**src/rtl/draw_scheduler.sv**
```systemverilog
// Sprite draw scheduler for the Connect Four VGA front end.
// Round-robin arbitrates pointer-move and piece-draw jobs onto the single
// VGA plot port. Each job is a burst of 4x4-pixel writes. A pointer move
// first erases the old pointer sprite, then draws the new one.
module draw_scheduler #(
    parameter int unsigned BOX_LOG2 = 2,
    parameter int unsigned PITCH    = 16,
    parameter int unsigned X0       = 24,
    parameter int unsigned Y0       = 16,
    parameter int unsigned PTR_Y    = 4,
    parameter logic [2:0]  C_P0     = 3'b100,
    parameter logic [2:0]  C_P1     = 3'b110,
    parameter logic [2:0]  C_PTR    = 3'b111,
    parameter logic [2:0]  C_BG     = 3'b000
) (
    input  logic       clk,
    input  logic       reset,
    input  logic       ptr_req,
    input  logic [2:0] ptr_col,
    output logic       ptr_ack,
    input  logic       piece_req,
    input  logic [2:0] piece_col,
    input  logic [2:0] piece_row,
    input  logic       piece_player,
    output logic       piece_ack,
    output logic [7:0] x,
    output logic [6:0] y,
    output logic [2:0] colour,
    output logic       plot,
    output logic       busy,
    output logic       done
);

    localparam int unsigned PixBits = 2 * BOX_LOG2;
    localparam logic [PixBits-1:0] PixLast = '1;

    localparam logic [2:0] StIdle   = 3'd0;
    localparam logic [2:0] StLoad   = 3'd1;
    localparam logic [2:0] StErase  = 3'd2;
    localparam logic [2:0] StDraw   = 3'd3;
    localparam logic [2:0] StFinish = 3'd4;

    localparam logic JobPtr   = 1'b0;
    localparam logic JobPiece = 1'b1;

    logic [2:0]         state_q, state_d;
    logic               job_q, job_d;
    logic [2:0]         col_q, col_d;
    logic [2:0]         row_q, row_d;
    logic               player_q, player_d;
    logic [PixBits-1:0] pix_cnt_q, pix_cnt_d;
    logic [2:0]         cur_ptr_q, cur_ptr_d;
    logic               last_grant_q, last_grant_d;
    logic               grant_piece;

    // Last plotted pixel, held on the port while plot is low.
    logic [7:0] x_q;
    logic [6:0] y_q;
    logic [2:0] colour_q;

    logic [2:0] sprite_col;
    logic [7:0] x_pix;
    logic [6:0] y_pix;
    logic [2:0] colour_pix;
    logic       piece_sprite;

    // Next-state: arbitration in IDLE, job dispatch in LOAD, pixel stepping.
    always_comb begin
        state_d      = state_q;
        job_d        = job_q;
        col_d        = col_q;
        row_d        = row_q;
        player_d     = player_q;
        pix_cnt_d    = pix_cnt_q;
        cur_ptr_d    = cur_ptr_q;
        last_grant_d = last_grant_q;
        grant_piece  = 1'b0;
        case (state_q)
            StIdle: begin
                if (ptr_req || piece_req) begin
                    // Both pending: favour whichever type was not granted last.
                    grant_piece  = (ptr_req && piece_req) ? (last_grant_q == JobPtr) : piece_req;
                    job_d        = grant_piece;
                    last_grant_d = grant_piece;
                    col_d        = grant_piece ? piece_col : ptr_col;
                    row_d        = piece_row;
                    player_d     = piece_player;
                    state_d      = StLoad;
                end
            end
            StLoad: begin
                pix_cnt_d = '0;
                if (job_q == JobPiece) begin
                    state_d = (col_q > 3'd6 || row_q > 3'd5) ? StFinish : StDraw;
                end else if (col_q > 3'd6) begin
                    state_d = StFinish;
                end else if (col_q == cur_ptr_q) begin
                    state_d = StDraw;
                end else begin
                    state_d = StErase;
                end
            end
            StErase: begin
                pix_cnt_d = pix_cnt_q + 1'b1;
                if (pix_cnt_q == PixLast) begin
                    cur_ptr_d = col_q;
                    pix_cnt_d = '0;
                    state_d   = StDraw;
                end
            end
            StDraw: begin
                pix_cnt_d = pix_cnt_q + 1'b1;
                if (pix_cnt_q == PixLast) begin
                    state_d = StFinish;
                end
            end
            StFinish: state_d = StIdle;
            default:  state_d = StIdle;
        endcase
    end

    // State registers with synchronous reset.
    always_ff @(posedge clk) begin
        if (reset) begin
            state_q      <= StIdle;
            job_q        <= JobPtr;
            col_q        <= '0;
            row_q        <= '0;
            player_q     <= 1'b0;
            pix_cnt_q    <= '0;
            cur_ptr_q    <= 3'd3;
            last_grant_q <= JobPiece;
            x_q          <= '0;
            y_q          <= '0;
            colour_q     <= '0;
        end else begin
            state_q      <= state_d;
            job_q        <= job_d;
            col_q        <= col_d;
            row_q        <= row_d;
            player_q     <= player_d;
            pix_cnt_q    <= pix_cnt_d;
            cur_ptr_q    <= cur_ptr_d;
            last_grant_q <= last_grant_d;
            if (plot) begin
                x_q      <= x_pix;
                y_q      <= y_pix;
                colour_q <= colour_pix;
            end
        end
    end

    // Pixel address and colour for the current raster position.
    always_comb begin
        piece_sprite = (job_q == JobPiece);
        sprite_col   = (state_q == StDraw && piece_sprite) ? col_q : cur_ptr_q;
        x_pix = 8'(9'(X0) + 9'(sprite_col) * 9'(PITCH) + 9'(pix_cnt_q[BOX_LOG2-1:0]));
        if (state_q == StDraw && piece_sprite) begin
            y_pix = 7'(8'(Y0) + (8'd5 - 8'(row_q)) * 8'(PITCH)
                      + 8'(pix_cnt_q[PixBits-1:BOX_LOG2]));
        end else begin
            y_pix = 7'(8'(PTR_Y) + 8'(pix_cnt_q[PixBits-1:BOX_LOG2]));
        end
        if (state_q == StErase) begin
            colour_pix = C_BG;
        end else if (piece_sprite) begin
            colour_pix = player_q ? C_P1 : C_P0;
        end else begin
            colour_pix = C_PTR;
        end
    end

    // Moore outputs decoded from registered state.
    always_comb begin
        plot      = (state_q == StErase) || (state_q == StDraw);
        busy      = (state_q != StIdle);
        done      = (state_q == StFinish);
        ptr_ack   = (state_q == StLoad) && (job_q == JobPtr);
        piece_ack = (state_q == StLoad) && (job_q == JobPiece);
        x         = plot ? x_pix : x_q;
        y         = plot ? y_pix : y_q;
        colour    = plot ? colour_pix : colour_q;
    end

endmodule

```
**config.mk**
```make
export PLATFORM = sky130hd
export DESIGN_NAME = draw_scheduler
export DESIGN_NICKNAME = d
export VERILOG_FILES = /design/src/rtl/draw_scheduler.sv
export SDC_FILE = /design/constraint.sdc
export NUM_CORES = 1
export LEC_CHECK = 0
export BUFFER_PORTS_ARGS = -buffer_cell sky130_fd_sc_hd__buf_2
export CORE_MARGIN = 5
export CORE_UTILIZATION = 55
export DETAILED_ROUTE_END_ITERATION = 12
export GPL_TIMING_DRIVEN = 1
export PLACE_DENSITY = 0.8
export SETUP_SLACK_MARGIN = 0.1
export SLEW_MARGIN = 20
export SYNTH_ARGS = -nofsm -noshare
export SYNTH_HDL_FRONTEND = slang
export SYNTH_SLANG_ARGS = --single-unit
```
**constraint.sdc**
```tcl
create_clock -name clk -period 3.9 [get_ports clk]
set_input_delay 0.78 -clock clk [delete_from_list [all_inputs] [get_ports clk]]
set_output_delay 0.78 -clock clk [all_outputs]
set_load 0.05 [all_outputs]
```
After elaboration in Yosys (flattened, before gate mapping)
Index checks and enable logic that the tools add are counted.
{"block": "totals", "output_inout_bits": 23, "wordCells": 64, "ff_bits": 37, "in_bits": 14}
{"block": "classes", "reduce_logical": 13, "n_bitwise": 2, "n_addsub": 7, "magnitude_cmp": 2, "eq_ne": 9, "mux": 20}
{"cell": "3-bit two-way mux", "n": 10}
{"cell": "7-bit two-way mux", "n": 2}
{"cell": "3-bit case mux with 4 select lines", "n": 1}
{"cell": "4-bit case mux with 3 select lines", "n": 1}
{"cell": "5-bit by 7-bit adder with 8-bit output, first input constant", "n": 1}
{"cell": "8-bit by 2-bit adder with 8-bit output", "n": 1}
{"cell": "8-bit two-way mux", "n": 1}
{"cell": "5-bit by 7-bit adder with 7-bit output, first input constant", "n": 1}
{"cell": "7-bit by 2-bit adder with 7-bit output", "n": 1}
{"cell": "3-bit by 2-bit == test with 1-bit output, second input constant", "n": 2}
{"cell": "3-bit greater-than comparator, second input constant", "n": 2}
{"cell": "2-bit != test, second input constant", "n": 3}
{"cell": "3-bit nonzero test", "n": 2}
{"cell": "3-bit by 2-bit adder with 4-bit output, first input constant", "n": 1}
{"cell": "4-bit by 1-bit adder with 4-bit output, second input constant", "n": 1}
{"cell": "4-bit == test, second input constant", "n": 1}
{"cell": "1-bit logical AND", "n": 4}
{"cell": "2-bit two-way mux", "n": 2}
{"cell": "4-bit two-way mux", "n": 1}
{"cell": "2-bit AND reduction", "n": 2}
{"cell": "3-bit by 1-bit == test with 1-bit output, second input constant", "n": 1}
{"cell": "3-bit == test", "n": 1}
{"cell": "3-bit == test, second input constant", "n": 1}
{"cell": "3-bit zero test", "n": 1}
{"cell": "other kinds (5)", "n": 9}

Logic depth before layout (Yosys ltp)
{"block": "logic_depth", "depth_word": 6, "ltp_mapped": 8}

Worst setup path after synthesis
No wires, ideal clock.
{"block": "synth_timing", "kind": "register to output", "start": "register state_q[2]", "end": "output port colour[0]", "setup_slack_ns": 1.191, "arrival_ns": 1.929, "stages_incl_launch_ff": 5, "t_required_ns": 3.120, "cell_sequence": "dfxtp_1 -> buf_2 -> nand2b_1 -> buf_2 -> o21ai_0"}
{"block": "synth_via", "elab_chain_cells": 3}
{"item": "start, declared", "line_no": "46", "rtl": "logic [2:0] state_q, state_d;"}
{"item": "start signal, assigned", "line_no": "125", "rtl": "state_q <= StIdle;"}
{"item": "start signal, assigned", "line_no": "137", "rtl": "state_q <= state_d;"}
{"item": "3-bit by 2-bit == test with 1-bit output (on tied branches)", "line_no": "164, 175"}
{"item": "3-bit two-way mux / 1-bit logical OR (equally long branches)", "line_no": "164, 175"}
{"item": "3-bit two-way mux (*)"}
{"item": "end, declared", "line_no": "28", "rtl": "output logic [2:0] colour,"}
Mark *: on every way between the ends. The rest lies on a longest branch, timed or not.

Worst setup path in the final report
{"block": "layout_timing", "start": "register state_q[0]", "end": "output port x[6]"}
{"block": "layout_via", "elab_chain_cells": 6}
{"item": "3-bit by 2-bit == test with 1-bit output", "line_no": "156, 175"}
{"item": "1-bit logical AND", "line_no": "156", "rtl": "sprite_col = (state_q == StDraw && piece_sprite) ? col_q : cur_ptr_q;"}
{"item": "3-bit two-way mux", "line_no": "156"}
{"item": "5-bit by 7-bit adder with 8-bit output", "line_no": "157", "rtl": "x_pix = 8'(9'(X0) + 9'(sprite_col) * 9'(PITCH) + 9'(pix_cnt_q[BOX_LOG2-1:0]));"}
{"item": "8-bit by 2-bit adder with 8-bit output", "line_no": "157"}
{"item": "8-bit two-way mux (*)"}
{"item": "end, declared", "line_no": "26", "rtl": "output logic [7:0] x,"}
Marked as above.

==> impl_metrics.yaml <==
finish:
  syn2layout_area_growth_pct: 15.60
  antenna_cells: 0
  n_fill_cell: 270
  finalNetCount: 246
  multi_input_area_sq_um: 912.1
  drive_gt1_share_pct: 21.40
  layout_commonest_cell: "dfxtp_1"
  final_core_util_pct: 66.16
  mostFrequentLayoutCells: "37 x dfxtp_1, 36 x buf_2, 25 x nand2_1"
  regArea_sq_um: 740.7
synthesis:
  yosysSeqAreaShare_pct: 42.74
  ys_ff_latch: 37
  yosys_warnings: 0
  syn-num-nets: 214
  synth_ff_type: "dfxtp_1"
  avgSynthCellArea_sq_um: 8.841
  synth_area_leader_cell: "dfxtp_1"
  async_flop_share_pct: 0
  yosys-top-cells-area: "dfxtp_1 43%, mux2i_1 9.2%, nand2_1 5.4%, nor2b_1 4.0%, nor2_1 3.7%"
  synth-edff-count: 0
  syn_area_sq_um: 1733
  synth_top_cell_area_share_pct: 42.74
  netlist_instances: 196
  synth_cell_types: 39
setup_path:
  critPathMaxFanout: 15
  crit_path_end_kind: "primary output"
  worst_ep_arrival_time_ps: 2660
  ff2ff_path_depth: 6
  worstPathRequired_ps: 3120
  crit_start: "state_q[0]$_SDFFE_PP0P_"
  start_kind: "register"
  rrSetupSlack_ps: 1650
  rr_startpoint: "state_q[0]$_SDFFE_PP0P_"
  r2r_end: "x_q[6]$_SDFF_PP0_"
  critical_path_class: "register to primary output"
floorplanning:
  core_area_sq_um: 3028
  start_util_pct: 57.23
  placementRows: 20
  die_y_um: 66.13
  io_pins: 37
  die_area_sq_um: 4373
  die_width_um: 66.13
routing:
  drc: 0
  dr.pass1.iters: 6
  routed_via_density: 5.106
  vias: 1394
  detail-route-antenna-nets: 0
  top_layer: "met4"
  wl_per_cell_um: 12.45
  wl_met2_mm: 1.521
  wl_met3_um: 163
  drt_iter0_drc: 82
  wl_met1_mm: 1.590
  drt_wl_total_mm: 3.399
worst_hold_path:
  whs_endpoint: "x_q[1]$_SDFF_PP0_"
  worstHoldStart: "x_q[1]$_SDFF_PP0_"
  hold_path_class: "register to register"
  hold_depth: 2
clock_tree:
  postCtsSetupBuffers: 0
  cts_resized: 0
  htreeDepth: 2
  cts_tree: "yes"
  clock-sinks: 37
  clock-root-buffer: "clkbuf_4"
  cts_buffers: 5
  holdBufCountCts: 0
  insertion_delay_ps: 350
  clkTransAtPathRegs_ps: 100
  cts_max_path_buffers: 2
flow_run:
  drv_cap: 0
timing:
  period_minus_slack_ps: 3438
  worst_slew_pin_slew_ps: 625.6
  fmax_mhz: 290.9
  rsz0062_at_grt: "false"
  slew_viol_final: 0
  hold-worst-slack_ps: 469.3
  setup_violations: 0
  finalHoldViolations: 0
  maxSlewHeadroom_pct: 58.29
  finalCritPeriodShare_pct: 88.16
  finClkSkew_ps: 10.07
  fin_tns_setup_ps: 0
power:
  ir_drop_mv: 0.3126
  power.total_uw: 1255
  p_leak_uw: 0.0009384
  powerDensity_nw_per_um2: 626.6
grt:
  antenna_found_initial: 0
  gr-total-overflow: 0
  grt_max_degree: 36
  track_usage_pct: 17.64
  grt_pass1_wl_mm: 5.789
  grt_pass1_vias: 1312
placed_design:
  dp_hpwl_mm: 2.409
  gp_congestion: 0.8342
  port_buffers: 36
outcome:
  status: "complete, no violations"
[kinds of logic (layout without fill, tap and decap cells)]
logic type,Yosys count,after routing,synth area share (%)
buffers and inverters,18,51,4.621
DFF,37,37,42.74
xor gates and xnor gates,6,6,3.032
adders and majority gates,4,4,2.888
and+or+nand+nor,78,78,22.31
muxes,19,19,11.19
AOI/OAI and AO/OA,34,34,13.21
[layout make-up]
| cell class | count | area share (%) |
|---|---|---|
| Multi-Input combinational cell | 141 | 45.53 |
| Sequential cell | 37 | 36.98 |
| Timing Repair Buffer | 37 | 9.369 |
| Clock buffer | 7 | 2.748 |
| Tap cell | 44 | 2.748 |
| Clock inverter | 1 | 1.499 |
| Inverter | 6 | 1.124 |
[worst max-delay path, cell delays in order (launching register included)]
cell     delay [ps]
dfxtp_1         610
and4b_1         530
mux2_2          390
ha_1            200
and2_0          130
mux2i_1         170
nand2_1          70
buf_2           210
[stage by stage]
step	std cells	setup WS, ps	cell area [sq um]
global route	273	260.2	2003
detailed placement	265	858.1	1918
finish	273	461.8	2003
floorplan	196	1191	1733
global placement	265	883.7	1918
CTS	273	439.7	2003
[synthesized netlist by cell type, types with 2 or more instances]
cell      number
mux2i_1       16
and2_1         2
a211oi_1       3
a21oi_1       10
inv_1          6
buf_2          4
and3_1         2
nand2_1       25
nand3_1        3
clkbuf_1       5
o21bai_1       3
buf_4          2
nor2b_1       11
and4b_1        2
ha_1           4
nor2_1        17
mux2_2         3
nand2b_1       5
xnor2_1        5
o21ai_0        6
a22o_1         3
dfxtp_1       37
nor3_1         6
[power by group]
group          switching, uW  internal [uW]  total, uW
clock                    126            153        279
sequential              66.4            430        497
combinational            326            154        480
total                    518            737       1260
[worst max path at each step]
stage                     end  depth (start not counted)  slack, ps
detailed placement       x[6]                          7        860
global route             x[6]                          7        260
CTS                      x[6]                          7        440
floorplan           colour[0]                          4       1190
global placement         x[6]                          7        880
finish                   x[6]                          7        460
[registers in the layout, summed over array words and instances (netlist names)]
name and cells:
col_q 3, colour_q 3, cur_ptr_q 3, job_q 1, last_grant_q 1, pix_cnt_q 4
player_q 1, row_q 3, state_q 3, x_q 8, y_q 7
[routing by layer]
| metal | GRT usage [%] | vias to the layer above |
|---|---|---|
| li1 | - | 732 |
| met1 | 22.49 | 622 |
| met2 | 25.90 | 28 |
| met3 | 4.252 | 12 |
| met4 | 12.18 | 0 |
| met5 | 0 | - |
Power figures use the tool's default switching activity.
